### src/rtl/hazard_ctrl_if.sv
// Hazard-controller bundle: the hazard inputs seen by the controller and the
// stage-register enables and flush lines it drives back into the pipeline.
interface hazard_ctrl_if;
   logic       IM_stall;
   logic       DM_stall;
   logic       branch_taken;
   logic       EX_MemRead;
   logic [4:0] EX_rdaddr;
   logic [4:0] rs1addr;
   logic [4:0] rs2addr;
   logic       PCWrite;
   logic       IFID_RegWrite;
   logic       IFFlush;
   logic       IDFlush;
   logic       IDEXE_RegWrite;
   logic       EXEMEM_RegWrite;
   logic       MEMWB_RegWrite;

   modport master (
      output IM_stall, DM_stall, branch_taken, EX_MemRead, EX_rdaddr, rs1addr, rs2addr,
      input  PCWrite, IFID_RegWrite, IFFlush, IDFlush, IDEXE_RegWrite,
             EXEMEM_RegWrite, MEMWB_RegWrite
   );

   modport slave (
      input  IM_stall, DM_stall, branch_taken, EX_MemRead, EX_rdaddr, rs1addr, rs2addr,
      output PCWrite, IFID_RegWrite, IFFlush, IDFlush, IDEXE_RegWrite,
             EXEMEM_RegWrite, MEMWB_RegWrite
   );
endinterface

### src/rtl/hazard_ctrl.sv
// Five-stage pipeline hazard controller: memory stall > taken-branch flush > load-use
// bubble, with a branch flush held pending across stalls and saturating hazard counters.
module hazard_ctrl #(
   parameter int CNT_W = 16
) (
   input  logic             clk,
   input  logic             rst,
   hazard_ctrl_if.slave     hz,
   input  logic             cnt_clr,
   output logic [CNT_W-1:0] stall_cnt,
   output logic [CNT_W-1:0] flush_cnt,
   output logic [CNT_W-1:0] bubble_cnt
);

   typedef enum logic [0:0] {
      RUN  = 1'b0,
      WAIT = 1'b1
   } state_t;

   state_t           state_q, state_d;
   logic             pend_flush_q, pend_flush_d;
   logic [CNT_W-1:0] stall_cnt_q, stall_cnt_d;
   logic [CNT_W-1:0] flush_cnt_q, flush_cnt_d;
   logic [CNT_W-1:0] bubble_cnt_q, bubble_cnt_d;

   logic mem_stall_s, take_flush_s, load_use_s;
   logic pc_we_s, ifid_we_s, if_flush_s, id_flush_s, idex_we_s, exmem_we_s, memwb_we_s;

   function automatic logic [CNT_W-1:0] sat_inc(input logic [CNT_W-1:0] v);
      if (&v) begin
         return v;
      end else begin
         return v + {{(CNT_W-1){1'b0}}, 1'b1};
      end
   endfunction

   assign mem_stall_s  = hz.IM_stall | hz.DM_stall;
   assign take_flush_s = hz.branch_taken | pend_flush_q;
   assign load_use_s   = hz.EX_MemRead & (hz.EX_rdaddr != 5'd0) &
                         ((hz.EX_rdaddr == hz.rs1addr) | (hz.EX_rdaddr == hz.rs2addr));

   // State register, pending branch flush and hazard counters
   always_ff @(posedge clk or negedge rst) begin
      if (!rst) begin
         state_q      <= RUN;
         pend_flush_q <= 1'b0;
         stall_cnt_q  <= '0;
         flush_cnt_q  <= '0;
         bubble_cnt_q <= '0;
      end else begin
         state_q      <= state_d;
         pend_flush_q <= pend_flush_d;
         stall_cnt_q  <= stall_cnt_d;
         flush_cnt_q  <= flush_cnt_d;
         bubble_cnt_q <= bubble_cnt_d;
      end
   end

   // Next-state, hazard arbitration and raw enable/flush decode
   always_comb begin
      state_d      = state_q;
      pend_flush_d = pend_flush_q;
      stall_cnt_d  = stall_cnt_q;
      flush_cnt_d  = flush_cnt_q;
      bubble_cnt_d = bubble_cnt_q;
      pc_we_s      = 1'b1;
      ifid_we_s    = 1'b1;
      if_flush_s   = 1'b0;
      id_flush_s   = 1'b0;
      idex_we_s    = 1'b1;
      exmem_we_s   = 1'b1;
      memwb_we_s   = 1'b1;

      case (state_q)
         RUN: begin
            if (mem_stall_s) state_d = WAIT;
            else             state_d = RUN;
         end
         WAIT: begin
            if (mem_stall_s) state_d = WAIT;
            else             state_d = RUN;
         end
         default: state_d = RUN;
      endcase

      if (mem_stall_s) begin
         pc_we_s     = 1'b0;
         ifid_we_s   = 1'b0;
         idex_we_s   = 1'b0;
         exmem_we_s  = 1'b0;
         memwb_we_s  = 1'b0;
         stall_cnt_d = sat_inc(stall_cnt_q);
         if (hz.branch_taken) pend_flush_d = 1'b1;
         else                 pend_flush_d = pend_flush_q;
      end else if (take_flush_s) begin
         // Flush wins over load-use: the dependent instruction is squashed anyway
         if_flush_s   = 1'b1;
         id_flush_s   = 1'b1;
         pend_flush_d = 1'b0;
         flush_cnt_d  = sat_inc(flush_cnt_q);
      end else if (load_use_s) begin
         pc_we_s      = 1'b0;
         ifid_we_s    = 1'b0;
         id_flush_s   = 1'b1;
         bubble_cnt_d = sat_inc(bubble_cnt_q);
      end else begin
         pend_flush_d = pend_flush_q;
      end

      if (cnt_clr) begin
         stall_cnt_d  = '0;
         flush_cnt_d  = '0;
         bubble_cnt_d = '0;
      end else begin
         stall_cnt_d  = stall_cnt_d;
      end
   end

   // Reset forces every enable and flush low so nothing loads while the core is held
   assign hz.PCWrite         = pc_we_s    & rst;
   assign hz.IFID_RegWrite   = ifid_we_s  & rst;
   assign hz.IFFlush         = if_flush_s & rst;
   assign hz.IDFlush         = id_flush_s & rst;
   assign hz.IDEXE_RegWrite  = idex_we_s  & rst;
   assign hz.EXEMEM_RegWrite = exmem_we_s & rst;
   assign hz.MEMWB_RegWrite  = memwb_we_s & rst;

   assign stall_cnt  = stall_cnt_q;
   assign flush_cnt  = flush_cnt_q;
   assign bubble_cnt = bubble_cnt_q;

endmodule

### src/flat_wrapper.sv
// flat-port wrapper written by rule: the top's interface ports become plain ports
module hazard_ctrl_flat 
#(
   parameter int CNT_W = 16
)
  (clk, rst, cnt_clr, stall_cnt, flush_cnt, bubble_cnt, hz_IM_stall, hz_DM_stall, hz_branch_taken, hz_EX_MemRead, hz_EX_rdaddr, hz_rs1addr, hz_rs2addr, hz_PCWrite, hz_IFID_RegWrite, hz_IFFlush, hz_IDFlush, hz_IDEXE_RegWrite, hz_EXEMEM_RegWrite, hz_MEMWB_RegWrite);
  hazard_ctrl_if hz_i ();
  input  logic clk;
  input  logic rst;
  input  logic cnt_clr;
  output logic [CNT_W-1:0] stall_cnt;
  output logic [CNT_W-1:0] flush_cnt;
  output logic [CNT_W-1:0] bubble_cnt;
  input wire logic [$bits(hz_i.IM_stall)-1:0] hz_IM_stall;
  input wire logic [$bits(hz_i.DM_stall)-1:0] hz_DM_stall;
  input wire logic [$bits(hz_i.branch_taken)-1:0] hz_branch_taken;
  input wire logic [$bits(hz_i.EX_MemRead)-1:0] hz_EX_MemRead;
  input wire logic [$bits(hz_i.EX_rdaddr)-1:0] hz_EX_rdaddr;
  input wire logic [$bits(hz_i.rs1addr)-1:0] hz_rs1addr;
  input wire logic [$bits(hz_i.rs2addr)-1:0] hz_rs2addr;
  output wire logic [$bits(hz_i.PCWrite)-1:0] hz_PCWrite;
  output wire logic [$bits(hz_i.IFID_RegWrite)-1:0] hz_IFID_RegWrite;
  output wire logic [$bits(hz_i.IFFlush)-1:0] hz_IFFlush;
  output wire logic [$bits(hz_i.IDFlush)-1:0] hz_IDFlush;
  output wire logic [$bits(hz_i.IDEXE_RegWrite)-1:0] hz_IDEXE_RegWrite;
  output wire logic [$bits(hz_i.EXEMEM_RegWrite)-1:0] hz_EXEMEM_RegWrite;
  output wire logic [$bits(hz_i.MEMWB_RegWrite)-1:0] hz_MEMWB_RegWrite;
  assign hz_i.IM_stall = hz_IM_stall;
  assign hz_i.DM_stall = hz_DM_stall;
  assign hz_i.branch_taken = hz_branch_taken;
  assign hz_i.EX_MemRead = hz_EX_MemRead;
  assign hz_i.EX_rdaddr = hz_EX_rdaddr;
  assign hz_i.rs1addr = hz_rs1addr;
  assign hz_i.rs2addr = hz_rs2addr;
  assign hz_PCWrite = hz_i.PCWrite;
  assign hz_IFID_RegWrite = hz_i.IFID_RegWrite;
  assign hz_IFFlush = hz_i.IFFlush;
  assign hz_IDFlush = hz_i.IDFlush;
  assign hz_IDEXE_RegWrite = hz_i.IDEXE_RegWrite;
  assign hz_EXEMEM_RegWrite = hz_i.EXEMEM_RegWrite;
  assign hz_MEMWB_RegWrite = hz_i.MEMWB_RegWrite;
  hazard_ctrl #(.CNT_W(CNT_W)) u_core (.clk(clk), .rst(rst), .hz(hz_i), .cnt_clr(cnt_clr), .stall_cnt(stall_cnt), .flush_cnt(flush_cnt), .bubble_cnt(bubble_cnt));
endmodule
### config.mk
export PLATFORM = sky130hd
export DESIGN_NAME = hazard_ctrl_flat
export DESIGN_NICKNAME = d
export VERILOG_FILES = /design/src/rtl/hazard_ctrl_if.sv /design/src/rtl/hazard_ctrl.sv /design/src/flat_wrapper.sv
export SDC_FILE = /design/constraint.sdc
export NUM_CORES = 1
export LEC_CHECK = 0
export BUFFER_PORTS_ARGS = -buffer_cell sky130_fd_sc_hd__buf_2
export CAP_MARGIN = 20
export CORE_ASPECT_RATIO = 1.5
export CORE_UTILIZATION = 44
export CTS_BUF_LIST = sky130_fd_sc_hd__clkbuf_16
export DETAILED_ROUTE_END_ITERATION = 10
export GPL_TIMING_DRIVEN = 0
export PLACE_DENSITY = 0.66
export RECOVER_POWER = 25
export SYNTH_ARGS = -nofsm -noshare
export SYNTH_HDL_FRONTEND = slang
export SYNTH_SLANG_ARGS = --single-unit
### constraint.sdc
create_clock -name clk -period 3.3 [get_ports clk]
set_input_delay 0.66 -clock clk [delete_from_list [all_inputs] [get_ports clk]]
set_output_delay 0.66 -clock clk [all_outputs]
set_load 0.03 [all_outputs]
==> results.cfg <==
[run_status]
status = finished clean

[timing]
drv_slew = 0
finalCritPeriodShare_pct = 86.77
fin_skew_ps = 3.442
setup-tns-final_ps = 0
worstMarginPinSlew_ps = 705.4
grt_setup_unrepaired = false
max_freq_mhz = 349.2
finalSetupViolations = 0
layout_min_cycle_time_ps = 2863
worst_slack_ps = 436.7
relSlewSlack_pct = 52.87
hold_viol_final = 0

[clock_network]
insertion_delay_ps = 290
root_buffer = clkbuf_16
cts_tree = built
post_cts_buffers = 0
htree_levels = 2
clk_pin_slew_worst_paths_ps = 60
cts_sinks = 49
ctsLongestPathBuffers = 2
holdBufCountCts = 0
cts_resized = 0
numCtsBuffers = 5

[placed_design]
pre_cts_slack_ps = 439.4
io_buffers = 75
dp_hpwl_mm = 5.243
gp_congestion = 0.8221

[global_route]
grt_usage_pct = 22.08
grt_pass1_wl_mm = 11.88
overflow = 0
grt_max_degree = 29
antenna_found_initial = 0
grt_pass1_vias = 2588

[die]
die_area_um2 = 7047
fp.dieH_um = 102.3
fp.dieW_um = 68.88
initial_utilization_pct = 45.51
core-area_um2 = 6486
fp-row-count = 36
ios = 77

[synth]
syn-cell-area_um2 = 2952
synth_top_cell_by_area = dfrtp_1
synth-seq-cells = 49
synthDistinctLibCells = 49
synth_edf_count = 0
ys_seq_area_share_pct = 41.54
synthTopCellsByArea = dfrtp_1 (42%), xor2_1 (10%), nor2_1 (5.7%)
synthArstFlopShare_pct = 100.0
yosys_warnings = 0
synthFlopType = dfrtp_1
avgSynthCellArea_um2 = 9.340
yosysTopAreaCellShare_pct = 41.54
postSynthCellCount = 316
syn_nets = 341

[cells_and_area]
drive_above_1_share_pct = 25.75
syn2layout_area_growth_pct = 21.37
nNetsFinal = 424
final_common_cell = buf_2
layout_common_cells = buf_2 (76), dfrtp_1 (49), nor2_1 (45)
n_antenna_cell = 0

[run]
cap_violations = 0

[setup_path]
cp_common_cell = buf_2
critPathKind = input port to output pin
required_ps = 2640
cp.arrival_ps = 2200
cpMaxStageDelayCell = or4_1
critPathTopFamily = simple AND/OR/NAND/NOR gates
setup.worst_path.end_class = output pin
worst_setup_path_start_kind = input port
path_buf_inv = 3
slowest_delay_ps = 520
path_max_fanout = 4
critical_path.cell_chain = buf_2 -> or4_1 -> o21a_1 -> nor2b_1 -> a21oi_1 -> buf_4 -> buf_2

[routing]
drc_errors = 0
vias_per_cell = 5.618
dr.pass1.iters = 4
initialDrtViolationCount = 87
vias = 2674
ant_nets = 0
wl_per_cell_um = 14.97
wirelength_mm = 7.124

[power_and_ir_drop]
leakage_nw = 1.670
powerDensity_nw_per_um2 = 345.8
vdd_ir_drop_max_uv = 236.8

[worst_hold_path]
hold_class = input port to async pin
==> cell families (layout without fill, tap and decap cells) <==
| logic type | count (synthesis) | in the layout | share of synthesized area (%) |
|---|---|---|---|
| xor+xnor | 34 | 34 | 10.09 |
| buf+inv | 20 | 104 | 3.646 |
| mux | 6 | 6 | 2.289 |
| flops | 49 | 49 | 41.54 |
| simple gates | 151 | 151 | 29.21 |
| fa+ha+maj | 3 | 3 | 1.272 |
| compound gates | 53 | 53 | 11.95 |
==> per-stage QoR <==
| step | power (mW) | instances | utilization [%] | hold WS [ps] | area [um2] |
|---|---|---|---|---|---|
| after global routing | 1.287 | 476 | 55.23 | 414.2 | 3582 |
| after global placement | 0.7502 | 467 | 52.76 | 552.9 | 3422 |
| after floorplan | 0.6982 | 316 | - | 364.4 | 2952 |
| final | 1.239 | 476 | 55.23 | 365.6 | 3582 |
| after CTS | 1.261 | 476 | 55.23 | 386.2 | 3582 |
| after detailed placement | 0.7559 | 468 | 53.07 | 555.5 | 3442 |
==> report_power, final <==
part / switching [mW] / internal [mW] / leakage, nW
clock network: 0.222 / 0.276 / 0.0724
registers: 0.00727 / 0.607 / 0.679
logic: 0.0852 / 0.0424 / 0.918
==> routing by layer <==
layer	wire length [um]	part of all wire (%)	global-route usage, %	up-vias
met1	3047	43	26.49	1306
met4	77	1.1	6.436	0
met2	3805	53	39.58	46
met5	0	0	0	-
li1	-	-	-	1315
met3	194	2.7	3.237	7
==> flip-flops by register name (all words and copies together), names as in the netlist <==
name                 flops
u_core.flush_cnt        16
u_core.pend_flush_q      1
u_core.stall_cnt        16
u_core.bubble_cnt       16
==> synthesized netlist by cell type, types with 3 or more instances <==
cell type   n
nor2b_1     6
or3_1       4
nand4_1    14
o211ai_1    7
a21oi_1    16
nand2_1    15
nor2_1     45
buf_4       4
and3_1      9
clkbuf_1    8
o31ai_1     9
or4_1      13
nand3_1    18
xor2_1     34
o2111ai_1   4
inv_1       4
ha_1        3
dfrtp_1    49
o21ai_0    11
mux2i_1     3
==> final cells by class <==
type,instances,area [um2]
fillers,602,2904
flip-flops and latches,49,1226
multi-input cells,247,1618
clock inverters,3,15.01
well taps,76,95.09
clock buffers,5,125.1
repair buffers,76,395.4
plain buffers,16,92.59
inverters,4,15.01
==> worst paths after layout <==
path / endpoint / slack [ps] / startpoint / depth (start not counted)
worst max-delay path: hz_PCWrite / 440 / hz_EX_rdaddr[0] / 7
worst min-delay path: u_core.bubble_cnt[14] / 370 / rst / 1
worst max register to register: u_core.bubble_cnt[10] / 1290 / u_core.bubble_cnt[4] / 6
worst min register to register: u_core.stall_cnt[7] / 570 / u_core.stall_cnt[7] / 2
max in group asynchronous: u_core.flush_cnt[0] / 2390 / rst / 2
min in group clk: u_core.stall_cnt[7] / 570 / u_core.stall_cnt[7] / 2
Note: power is estimated with default switching activity, not from simulation.
